`config.mk`:
```
export PLATFORM = sky130hd
export DESIGN_NAME = fpu_seq_ctrl
export DESIGN_NICKNAME = d
export VERILOG_FILES = /design/src/rtl/fpu_seq_ctrl_pkg.sv /design/src/rtl/fpu_lat_lut.sv /design/src/rtl/fpu_seq_ctrl.sv
export SDC_FILE = /design/constraint.sdc
export NUM_CORES = 1
export LEC_CHECK = 0
export CAP_MARGIN = 20
export CELL_PAD_IN_SITES_DETAIL_PLACEMENT = 1
export CELL_PAD_IN_SITES_GLOBAL_PLACEMENT = 1
export CORE_UTILIZATION = 34
export DETAILED_ROUTE_END_ITERATION = 7
export PLACE_DENSITY_LB_ADDON = 0.1
export SLEW_MARGIN = 20
export SYNTH_ARGS = -nofsm -noshare
export SYNTH_HDL_FRONTEND = slang
export SYNTH_HIERARCHICAL = 1
export SYNTH_SLANG_ARGS = --single-unit
```
`constraint.sdc`:
```
create_clock -name clk -period 2.1 [get_ports clk]
set_clock_uncertainty 0.1 [all_clocks]
set_input_delay 0.525 -clock clk [delete_from_list [all_inputs] [get_ports clk]]
set_output_delay 0.525 -clock clk [all_outputs]
set_load 0.01 [all_outputs]
```
`src/rtl/fpu_seq_ctrl_pkg.sv`:
```
// ---------------------------------------------------------------------------
// fpu_seq_ctrl_pkg
// Shared constants for the OP-FP decode and sequencing path:
//   - OP-FP major opcode
//   - funct5 codes of the FP operation classes
//   - FSM state encoding of the FPU sequencing controller
//   - in-flight operation record and the x0 helper
// The main decoder imports this package as well, so all encodings live here.
// ---------------------------------------------------------------------------
package fpu_seq_ctrl_pkg;

    // Major opcode of every FP compute instruction.
    localparam logic [6:0] OPCODE_OP_FP = 7'b1010011;

    // funct5 codes (instr[31:27]) of the operation classes.
    localparam logic [4:0] FADD     = 5'b00000;
    localparam logic [4:0] FSUB     = 5'b00001;
    localparam logic [4:0] FMUL     = 5'b00010;
    localparam logic [4:0] FDIV     = 5'b00011;
    localparam logic [4:0] FSQRT    = 5'b01011;
    localparam logic [4:0] FCVT_W_S = 5'b11000;
    localparam logic [4:0] FCVT_S_W = 5'b11010;
    localparam logic [4:0] FMV_X_W  = 5'b11100;
    localparam logic [4:0] FMV_W_X  = 5'b11110;

    // Sequencer state encoding (kept as plain constants so legacy code that
    // compares raw state bits keeps working).
    typedef logic [1:0] fsm_state_t;
    localparam fsm_state_t ST_IDLE = 2'd0;
    localparam fsm_state_t ST_EXEC = 2'd1;
    localparam fsm_state_t ST_WB   = 2'd2;

    // Operation captured at issue and held until writeback or flush.
    typedef struct packed {
        logic [4:0] op;
        logic [4:0] rd;
        logic       rd_int;
    } fp_op_t;

    // Integer x0 is hard-wired zero: never written, never a hazard source.
    // F register f0 is a real register, so rd_int must be part of the test.
    function automatic logic is_int_x0(input logic rd_int, input logic [4:0] rd);
        return rd_int && (rd == 5'd0);
    endfunction

endpackage

```
`src/rtl/fpu_lat_lut.sv`:
```
// ---------------------------------------------------------------------------
// fpu_lat_lut
// Combinational funct5 -> execution latency lookup for the shared FPU.
// Ports:
//   funct5 in  [4:0]        operation class of the issuing instruction
//   lat    out [CNT_W-1:0]  execution latency in cycles (>= 1)
// ---------------------------------------------------------------------------
module fpu_lat_lut
    import fpu_seq_ctrl_pkg::*;
#(
    parameter int unsigned LAT_ADD  = 3,
    parameter int unsigned LAT_MUL  = 4,
    parameter int unsigned LAT_DIV  = 12,
    parameter int unsigned LAT_SQRT = 16,
    parameter int unsigned LAT_MISC = 1,
    parameter int unsigned CNT_W    = 5
) (
    input  logic [4:0]       funct5,
    output logic [CNT_W-1:0] lat
);

    always_comb begin
        // NOTE: default first so every path assigns lat and no latch is inferred.
        lat = CNT_W'(LAT_MISC);
        case (funct5)
            FADD, FSUB: lat = CNT_W'(LAT_ADD);
            FMUL:       lat = CNT_W'(LAT_MUL);
            FDIV:       lat = CNT_W'(LAT_DIV);
            FSQRT:      lat = CNT_W'(LAT_SQRT);
            default:    lat = CNT_W'(LAT_MISC);  // conversions, moves, others
        endcase
    end

endmodule

```
`src/rtl/fpu_seq_ctrl.sv`:
```
// ---------------------------------------------------------------------------
// fpu_seq_ctrl
// Sequencing controller for the shared, non-pipelined FPU. Accepts one FP op
// at a time, times it by operation class, arbitrates for the writeback port
// shared with loads, and exposes a one-entry scoreboard for decode stalls.
// Ports:
//   clk, rst_n                         clock, async active-low reset
//   issue_valid/issue_ready            issue handshake (accept in IDLE only)
//   issue_funct5/issue_rd/issue_rd_int decoded op, destination, dest RF select
//   flush                              kills the in-flight op
//   fpu_start                          one-cycle launch pulse to the FPU
//   fpu_op                             funct5 held while the op is in flight
//   wb_req/wb_grant                    writeback port request/grant
//   wb_rd                              writeback destination index
//   wb_we_int/wb_we_f                  integer / F register file write enables
//   haz_rs1..3, haz_rs_int             sources of the instruction in decode
//   haz_stall                          RAW hazard against pending destination
// ---------------------------------------------------------------------------
module fpu_seq_ctrl
    import fpu_seq_ctrl_pkg::*;
#(
    parameter int unsigned LAT_ADD  = 3,
    parameter int unsigned LAT_MUL  = 4,
    parameter int unsigned LAT_DIV  = 12,
    parameter int unsigned LAT_SQRT = 16,
    parameter int unsigned LAT_MISC = 1,
    parameter int unsigned CNT_W    = 5
) (
    input  logic       clk,
    input  logic       rst_n,
    input  logic       issue_valid,
    output logic       issue_ready,
    input  logic [4:0] issue_funct5,
    input  logic [4:0] issue_rd,
    input  logic       issue_rd_int,
    input  logic       flush,
    output logic       fpu_start,
    output logic [4:0] fpu_op,
    output logic       wb_req,
    input  logic       wb_grant,
    output logic [4:0] wb_rd,
    output logic       wb_we_int,
    output logic       wb_we_f,
    input  logic [4:0] haz_rs1,
    input  logic [4:0] haz_rs2,
    input  logic [4:0] haz_rs3,
    input  logic       haz_rs_int,
    output logic       haz_stall
);

    fsm_state_t       state;
    logic [CNT_W-1:0] cnt;
    logic             pend;
    fp_op_t           cur;
    logic [CNT_W-1:0] lat;
    logic             accept;
    logic             wb_fire;
    logic             rd_x0;
    logic             src_match;

    fpu_lat_lut #(
        .LAT_ADD  (LAT_ADD),
        .LAT_MUL  (LAT_MUL),
        .LAT_DIV  (LAT_DIV),
        .LAT_SQRT (LAT_SQRT),
        .LAT_MISC (LAT_MISC),
        .CNT_W    (CNT_W)
    ) u_lat_lut (
        .funct5 (issue_funct5),
        .lat    (lat)
    );

    assign accept = (state == ST_IDLE) && issue_valid && !flush;

    // The counter holds the cycles still to run, counting the issue cycle as
    // the first one. It is loaded with latency-1 and reaches 0 on entry to
    // WB, so an op issued in cycle N raises wb_req in cycle N+latency.
    always_ff @(posedge clk or negedge rst_n) begin
        // NOTE: sequential state uses non-blocking assignments only, so every
        // register samples pre-edge values regardless of statement order.
        if (!rst_n) begin
            state <= ST_IDLE;
            cnt   <= '0;
            pend  <= 1'b0;
            cur   <= '0;
        end else begin
            case (state)
                ST_IDLE: begin
                    if (accept) begin
                        cur   <= '{op: issue_funct5, rd: issue_rd, rd_int: issue_rd_int};
                        cnt   <= lat - CNT_W'(1);
                        pend  <= 1'b1;
                        // Single-cycle ops skip EXEC entirely.
                        state <= (lat <= CNT_W'(1)) ? ST_WB : ST_EXEC;
                    end
                end
                ST_EXEC: begin
                    if (flush) begin
                        state <= ST_IDLE;
                        cnt   <= '0;
                        pend  <= 1'b0;
                    end else begin
                        cnt <= cnt - CNT_W'(1);
                        if (cnt <= CNT_W'(1)) begin
                            state <= ST_WB;
                        end
                    end
                end
                ST_WB: begin
                    if (flush || wb_grant) begin
                        state <= ST_IDLE;
                        pend  <= 1'b0;
                    end
                end
                default: begin
                    state <= ST_IDLE;
                    pend  <= 1'b0;
                end
            endcase
        end
    end

    // A flush in the grant cycle suppresses the write.
    assign wb_fire = (state == ST_WB) && wb_grant && !flush;
    assign rd_x0   = is_int_x0(cur.rd_int, cur.rd);

    assign issue_ready = (state == ST_IDLE);
    // Gated by rst_n so a held issue_valid cannot pulse the FPU during reset.
    assign fpu_start   = accept && rst_n;
    assign fpu_op      = cur.op;
    assign wb_req      = (state == ST_WB);
    assign wb_rd       = cur.rd;
    assign wb_we_int   = wb_fire && cur.rd_int && !rd_x0;
    assign wb_we_f     = wb_fire && !cur.rd_int;

    assign src_match = (haz_rs1 == cur.rd) || (haz_rs2 == cur.rd) || (haz_rs3 == cur.rd);
    assign haz_stall = pend && (haz_rs_int == cur.rd_int) && !rd_x0 && src_match;

endmodule

```
After elaboration in Yosys (flattened, before gate mapping)
Index checks and enable logic that the tools add are counted.
{ "classes": {"reduce_logical": 27, "eq_ne": 14, "order_cmp": 2, "addsub": 2, "mux": 14} }
{ "ops": {"columns": ["op", "count"], "rows": [
  ["one-hot mux 5 bit (4 select lines)", 1],
  ["equality test 5 bit", 3],
  ["logical AND 1 bit", 12],
  ["equality test 5 x 2 -> 1 bit (second input constant)", 2],
  ["<= comparator 5 x 1 -> 1 bit (second input constant)", 2],
  ["zero test 5 bit", 2],
  ["2-to-1 mux 2 bit", 5],
  ["2-to-1 mux 5 bit", 2],
  ["one-hot mux 5 bit (2 select lines)", 1],
  ["subtractor 5 x 1 -> 5 bit (second input constant)", 2],
  ["one-hot mux 2 bit (3 select lines)", 1],
  ["AND reduction 3 bit", 2],
  ["equality test 5 x 1 -> 1 bit (second input constant)", 1],
  ["equality test 5 x 4 -> 1 bit (second input constant)", 1],
  ["inequality test 2 x 1 -> 1 bit (second input constant)", 2],
  ["AND reduction 2 bit", 2],
  ["zero test 1 bit", 3],
  ["logical OR 1 bit", 3],
  ["2-to-1 mux 1 bit", 3],
  ["inequality test 3 bit (second input constant)", 1],
  ["one-hot mux 1 bit (3 select lines)", 1],
  ["equality test 2 x 1 -> 1 bit (second input constant)", 1],
  ["equality test 2 bit (second input constant)", 1],
  ["zero test 2 bit", 1],
  ["other kinds (4)", 4]
]} }
{ "word_totals": {"out_inout_bits": 16, "reg_bits": 19, "inputBits": 32, "word_cells": 65} }

Logic depth before layout (Yosys ltp)
Gate-level depths: netlist of the first run.
{ "depth": {"ltp_word": 7, "depth_mapped": 8, "mapped_depth_nobuf": 8} }

Cells and area by module
Netlist of the first run, hierarchy kept.
{ "modules_own_cells": {"columns": ["mod", "cells_each", "n_inst", "area_each_um2", "seq_area_each_um2"], "rows": [
  ["fpu_seq_ctrl", 130, 1, 1338.8, 475.5],
  ["fpu_lat_lut", 7, 1, 47.5, 0.0]
]} }

Worst setup path before layout of the first run
OpenSTA, ideal clock, no wires.
{ "synth_path": {"kind": "input port to flip-flop", "from": "in issue_funct5[4]", "to": "reg cnt[4]", "t_arrival_ps": 1667, "cell_stages": 8, "setup_ps": 127, "required_time_ps": 1873, "n_path_buf": 0, "path_slack_ps": 206, "path_cell_list": "nor3b_2 o21ai_0 inv_2 ha_1 nor3b_1 xor2_1 a32oi_1 o21ai_1"} }
{ "synth_via": {"elab_chain_len": 6, "word_cells_on_any_way": 10, "classes_between": "add/sub (1); eq/ne (4); mux (3); reduce/logical (2)"} }
{ "synth_lines": {"columns": ["element", "line_no", "text"], "rows": [
  ["start, declared", "fpu_seq_ctrl.sv:33", "input logic [4:0] issue_funct5,"],
  ["equality test 5 x 1 -> 1 bit / zero test 5 bit (equally long branches)", "fpu_lat_lut.sv:25", "case (funct5)"],
  ["OR reduction 2 bit", "fpu_lat_lut.sv:25", null],
  ["one-hot mux 5 bit (4 select lines) (*)", "fpu_lat_lut.sv:25", null],
  ["net lat[0]", "fpu_seq_ctrl.sv:55", "logic [CNT_W-1:0] lat;"],
  ["subtractor 5 x 1 -> 5 bit (*)", "fpu_seq_ctrl.sv:91", "cnt <= lat - CNT_W'(1);"],
  ["2-to-1 mux 5 bit (*)", "fpu_seq_ctrl.sv:89", "if (accept) begin"],
  ["one-hot mux 5 bit (2 select lines) (*)", "fpu_seq_ctrl.sv:87", "case (state)"],
  ["end signal, assigned", "fpu_seq_ctrl.sv:91", null],
  ["end signal, assigned", "fpu_seq_ctrl.sv:103", "cnt <= cnt - CNT_W'(1);"],
  ["end, declared", "fpu_seq_ctrl.sv:52", "logic [CNT_W-1:0] cnt;"]
]} }
The timed path passes the listed nets; every way through them passes the cells marked *. The select of a mux whose other input is x is not followed.
A chain may end at the register's enable or synchronous reset.

Final worst setup path of the first run
{ "layout_path": {"from": "in haz_rs3[3]", "to": "out haz_stall"} }
{ "layout_via": {"elab_chain_len": 3} }
{ "layout_lines": {"columns": ["element", "line_no", "text"], "rows": [
  ["start, declared", "fpu_seq_ctrl.sv:46", "input logic [4:0] haz_rs3,"],
  ["equality test 5 bit", "fpu_seq_ctrl.sv:136", "assign src_match = (haz_rs1 == cur.rd) || (haz_rs2 == cur.rd) || (haz_rs3 == cur.rd);"],
  ["logical OR 1 bit", "fpu_seq_ctrl.sv:136", null],
  ["logical AND 1 bit", "fpu_seq_ctrl.sv:137", "assign haz_stall = pend && (haz_rs_int == cur.rd_int) && !rd_x0 && src_match;"],
  ["end, declared", "fpu_seq_ctrl.sv:48", "output logic haz_stall"]
]} }
No other way between the ends.

==> run_results.csv, run 1 <==
group,metric,value,unit
status,outcome,"finished, violations left",
status,violations,"setup timing",
floorplan,die_h,65.9,um
synth,syn-cell-area,0.00139,mm^2
cells_and_area,fin_area,0.00212,mm^2
global_route,antenna_found_initial,0,
timing,totalNegativeSetupSlack,-0.139,ns
synth,synth_edf_count,0,
clock_tree,clock_path_buffers,2,
global_route,grt_usage,0.198,
synth,synthArstFlopShare,1.00,
power,cellPowerDensity,730,mW/mm^2
cells_and_area,area_growth,52.6,%
power,ir_drop,302,uV
synth,synth_flop_cell,"dfrtp_1",
clock_tree,cts_tree,"done",
synth,yosysMostFrequentCell,"dfrtp_1",
timing,finalCriticalPeriod,2.24,ns
routing,final_antenna_net_count,0,
placed_design,hpwl,2.94,mm
synth,syn_nets,173,
floorplan,num_rows,22,
timing,fmax,447,MHz
placed_design,gp_congestion,0.784,
timing,report.final.slew_viol_count,0,
routing,vias_per_cell,4.94,
synth,ys_seq_area_frac,0.343,
critical_path,worstPathRequired,1.47,ns
min_path,hp-class,"reg -> reg",
job,cap_violations,0,
floorplan,die_w,65.9,um
clock_tree,cts_hold_buffers,0,
timing,timing.final.crit_share,1.07,
synth,synth_top_area_frac,0.343,
timing,fin_ws,-0.139,ns
floorplan,core_region_area,0.00377,mm^2
global_route,grt_pass1_wl,6.36,mm
placed_design,io_buffers,47,
routing,drt-pass1-iter-count,6,
clock_tree,cts_sinks,19,
clock_tree,clock-root-buffer,"clkbuf_8",
cells_and_area,drive_above_1_share,0.332,
global_route,grt-ovfl-total,0,
cells_and_area,final_nets,239,
routing,drt-initial-drc-count,20,
timing,worst_pin_slew,0.413,ns
clock_tree,cts_made_buffers,3,
timing,setup_viol,1,
routing,drc_errors,0,
critical_path,startpoint_type,"input pin",
synth,avgSynthCellArea,10.1,um^2
critical_path,critical_path_class,"in -> out",
clock_tree,clock_latency,0.26,ns
global_route,grt_pass1_vias,1366,
timing,slew_headroom,0.724,
timing,final_hold_viol_count,0,
floorplan,dieArea,0.00434,mm^2
routing,vias,1234,
routing,wl_per_cell,15.9,um
critical_path,cp_max_fo,1,
synth,yosysUniqueCellTypes,39,
critical_path,cp-end-kind,"output pin",
floorplan,io_pins,48,
synth,ys_warn_count,6,
cells_and_area,fill_cells,441,
clock_tree,clk_pin_slew,0.07,ns
floorplan,initial_core_util,0.368,
placed_design,place_area,0.00198,mm^2
routing,wl,3.97,mm
global_route,grt_max_degree,21,
synth,synth.largest_area_cell,"dfrtp_1",
placed_design,dp_slack,-0.693,ns
cells_and_area,diodes,0,
synth,netlist_instances,137,
clock_tree,htree_num_levels,1,
critical_path,cp.arrival,1.61,ns
synth,synth_area_leaders,"dfrtp_1, mux2_4, xor2_1, buf_4, xnor2_1",
synth,synth_seq_cells,19,
power,leakage,1.01,nW
timing,grt_setup_unrepaired,"yes",
synth,yosys-top-cells-count,"dfrtp_1, xor2_1, buf_4, mux2_4",
## critical path, cell delays in order
cell and delay, ns:
dlygate4sd2_1 0.24, xor2_1 0.15, nor3_2 0.19, nand3_1 0.12, a31oi_1 0.22, buf_2 0.16
## cell families (layout without fill, tap and decap cells)
group,Yosys count,after routing,synth area share
AOI/OAI and AO/OA,21,21,0.103
xor gates and xnor gates,20,20,0.126
adders and majority gates,4,4,0.0361
buffers and inverters,23,88,0.100
DFF,19,19,0.343
muxes,11,11,0.116
and+or+nand+nor,39,39,0.175
## metal layers
metal  global-route usage  up-vias  wire [um]
li1                     -      597          -
met1                0.235      600       1750
met2                0.349       32       1960
met3               0.0293        5        189
met4               0.0815        0         64
met5                    0        -          0
## state kept, by name, indices dropped and copies added, names as in the netlist
register,cells
pend,1
fpu_op,5
state,2
wb_rd,5
cnt,5
cur,1
## metrics by stage
stage          total power, mW  cells  hold WS [ns]  utilization
2_1_floorplan            0.966    137         0.129            -
3_3_place_gp              1.21    240         0.371        0.524
3_5_place_dp              1.24    240         0.379        0.524
4_1_cts                   1.53    247         0.402        0.546
5_1_grt                   1.66    250         0.430        0.561
6_report                  1.54    250         0.395        0.561
## where the power goes
part | switching [mW] | internal, mW | total [mW] | leakage, nW
Clock | 0.128 | 0.135 | 0.263 | 0.0228
Sequential | 0.100 | 0.456 | 0.556 | 0.227
Combinational | 0.303 | 0.422 | 0.725 | 0.758
## final cells by class
| type | count | area, um^2 | area share |
|---|---|---|---|
| Sequential cell | 19 | 480 | 0.227 |
| Multi-Input combinational cell | 95 | 847 | 0.400 |
| Inverter | 9 | 33.8 | 0.0160 |
| Timing Repair Buffer | 75 | 649 | 0.307 |
| Clock buffer | 4 | 45.0 | 0.0213 |
| Tap cell | 48 | 60.1 | 0.0284 |
## repair_timing
action                     CTS  global route
pin swaps                   13             9
buffers inserted             3             4
cloned                       0             0
setup endpoints to repair   10             7
resized for setup           43            12
## layout by cell type (no fill, tap or decap), types with 3 or more instances in the layout
| cell | Yosys | final |
|---|---|---|
| buf_4 | 10 | 27 |
| clkdlybuf4s50_1 | 0 | 24 |
| dlygate4sd2_1 | 0 | 16 |
| dfrtp_1 | 19 | 15 |
| xor2_1 | 13 | 13 |
| mux2_4 | 10 | 10 |
| inv_1 | 7 | 6 |
| nor2_1 | 6 | 6 |
| xnor2_1 | 7 | 5 |
| nand2_1 | 5 | 5 |
| nand3_1 | 4 | 4 |
| o21ai_1 | 4 | 4 |
| ha_1 | 4 | 4 |
| buf_2 | 0 | 4 |
| dfrtp_2 | 0 | 4 |
| inv_2 | 2 | 3 |
| and3_1 | 4 | 3 |
| nor3_1 | 5 | 3 |
| a21oi_1 | 3 | 3 |
| clkbuf_8 | 0 | 3 |
## final timing paths
| check | depth (start not counted) | to | slack (ns) | from |
|---|---|---|---|---|
| setup / recovery | 6 | haz_stall | -0.14 | haz_rs3[3] |
| hold / removal | 1 | fpu_op[0] | 0.39 | fpu_op[0] |
| setup reg to reg | 7 | cnt[2] | 0.20 | state[1] |
| hold reg to reg | 1 | fpu_op[0] | 0.39 | fpu_op[0] |
| max in group asynchronous | 2 | wb_rd[3] | 1.13 | rst_n |
| min in group asynchronous | 2 | cnt[2] | 0.54 | rst_n |
(Power assumes the default switching activity.)
==> inputs of run 2 (changes only) <==
==> constraint.sdc (replaced) <==
create_clock -name clk -period 2.1 [get_ports clk]
set_clock_uncertainty 0.1 [all_clocks]
set_input_delay 0.525 -clock clk [delete_from_list [all_inputs] [get_ports clk]]
set_output_delay 0.525 -clock clk [all_outputs]
set_load 0.02 [all_outputs]
==> run 2 against run 1 <==
The run still ends with setup timing left. Routed wire length about the same. Combinational power up 6.1%. Sequential share of layout area down 0.43 points. Clock-buffer cell count unchanged. Critical path depth down 1. Sequential power about the same. Design area up 1.7%. Register-to-register slack better by 0.04 ns. Global-route usage down 0.49 points. Cell count up 0.40%. Largest cell class unchanged. Largest power group unchanged. Highest routed layer unchanged.
==> run_results.csv, run 2 (synthesis gave the netlist of run 1 again) <==
group,metric,value,unit
clock_tree,cts_sinks,19,
min_path,hold_start,"fpu_op[0]",
timing,setup_viol,1,
critical_path,worstReg2RegStart,"state[0]",
cells_and_area,fill_cells,428,
timing,slew_headroom,0.726,
min_path,min_to,"fpu_op[0]",
global_route,grt_max_degree,21,
timing,finalCriticalPeriod,2.19,ns
routing,wl_per_cell,15.8,um
global_route,grt_usage,0.193,
min_path,hold_depth,1,
critical_path,worstPathRequired,1.47,ns
critical_path,startpoint_type,"input pin",
cells_and_area,multiInputGateArea,861,um^2
clock_tree,cts_tree,"done",
power,p_total,1.58,mW
cells_and_area,drive_above_1_share,0.350,
cells_and_area,final_nets,240,
routing,final_antenna_net_count,0,
floorplan,die_w,65.9,um
timing,timing.final.crit_share,1.04,
global_route,grt_pass1_wl,6.32,mm
critical_path,cp_max_fo,1,
routing,wl,3.96,mm
cells_and_area,layout_commonest_cell,"buf_4",
cells_and_area,regArea,479,um^2
floorplan,core_region_area,0.00377,mm^2
floorplan,die_h,65.9,um
global_route,grt-ovfl-total,0,
routing,vias_per_cell,4.99,
clock_tree,clock_path_buffers,2,
cells_and_area,final_cell_mix,"buf_4, clkdlybuf4s50_1, dfrtp_1",
timing,fin_ws,-0.0894,ns
floorplan,dieArea,0.00434,mm^2
routing,drt-pass1-iter-count,4,
routing,drc_errors,0,
floorplan,initial_core_util,0.368,
critical_path,cp.arrival,1.56,ns
timing,worst_pin_slew,0.410,ns
global_route,grt_pass1_vias,1351,
status,outcome,"finished, violations left",
cells_and_area,fin_area,0.00215,mm^2
global_route,antenna_found_initial,0,
placed_design,hpwl,2.88,mm
timing,report.final.slew_viol_count,0,
clock_tree,clock-root-buffer,"clkbuf_8",
critical_path,reg2reg_to,"cnt[2]",
placed_design,place_area,0.00198,mm^2
clock_tree,cts_made_buffers,3,
cells_and_area,diodes,0,
power,ir_drop,400,uV
min_path,hp-class,"reg -> reg",
placed_design,gp_congestion,0.789,
cells_and_area,area_growth,55.1,%
timing,grt_setup_unrepaired,"yes",
critical_path,crit_start,"haz_rs1[2]",
clock_tree,clk_pin_slew,0.07,ns
timing,fmax,457,MHz
clock_tree,cts_hold_buffers,0,
floorplan,io_pins,48,
power,cellPowerDensity,737,mW/mm^2
critical_path,regToRegSetupSlack,0.24,ns
job,cap_violations,0,
status,violations,"setup timing",
clock_tree,htree_num_levels,1,
power,leakage,1.07,nW
routing,drt-initial-drc-count,22,
routing,vias,1253,
timing,final_hold_viol_count,0,
clock_tree,clock_latency,0.26,ns
placed_design,io_buffers,47,
critical_path,cp-end-kind,"output pin",
critical_path,critical_path_class,"in -> out",
critical_path,reg2reg_depth,5,
floorplan,num_rows,22,
==> run 2: cell count changes in the layout (fill, tap and decap cells not counted), moves of 3 or more <==
cell and change:
buf_4 +3, clkbuf_2 +3, clkdlybuf4s50_1 -6, dlymetal6s2s_1 +6
buf_2 -3, dlygate4sd2_1 -3
==> run 2: final cells by class <==
class,instances,area share
multi-input combinational,95,0.400
timing repair buffer,76,0.312
sequential,19,0.223
tap,48,0.0279
clock buffer,4,0.0209
inverter,9,0.0157
==> run 2: critical path: stages <==
cell and delay [ns]:
clkdlybuf4s50_1 0.48, xnor2_1 0.12, nand3_1 0.10, a31oi_1 0.16, buf_2 0.18
==> run 2: how the worst max path moves through the flow <==
stage	slack, ns	end	depth (start not counted)
detailed placement	-0.78	haz_stall	6
floorplan	0.04	wb_we_f	3
global route	-0.17	haz_stall	5
CTS	-0.11	haz_stall	5
finish	-0.09	haz_stall	5
global placement	-0.72	haz_stall	6
==> run 2: timing repair <==
item | in CTS | in global routing
buffers inserted | 3 | 3
pin swaps | 13 | 6
gates resized for setup | 48 | 26
setup endpoints to repair | 11 | 9
==> run 2: metal layers <==
layer,part of all wire,global-route usage
met4,0.0098,0.0571
met1,0.42,0.232
met5,0,0
met2,0.52,0.352
met3,0.056,0.0241
==> run 2: power by group <==
part | leakage [nW] | total [mW] | switching (mW) | internal (mW)
Combinational | 0.814 | 0.769 | 0.353 | 0.416
Sequential | 0.228 | 0.554 | 0.0979 | 0.456
Clock | 0.0228 | 0.262 | 0.127 | 0.135
==> run 2: per-stage QoR <==
stage | TNS [ns] | hold slack [ns] | cells | utilization | setup WS (ns)
finish | -0.0894 | 0.392 | 251 | 0.570 | -0.0894
global route | -0.237 | 0.431 | 251 | 0.570 | -0.173
CTS | -0.106 | 0.402 | 248 | 0.547 | -0.106
detailed placement | -6.66 | 0.379 | 241 | 0.526 | -0.777
global placement | -6.12 | 0.371 | 241 | 0.526 | -0.717
floorplan | 0 | 0.129 | 137 | - | 0.0414
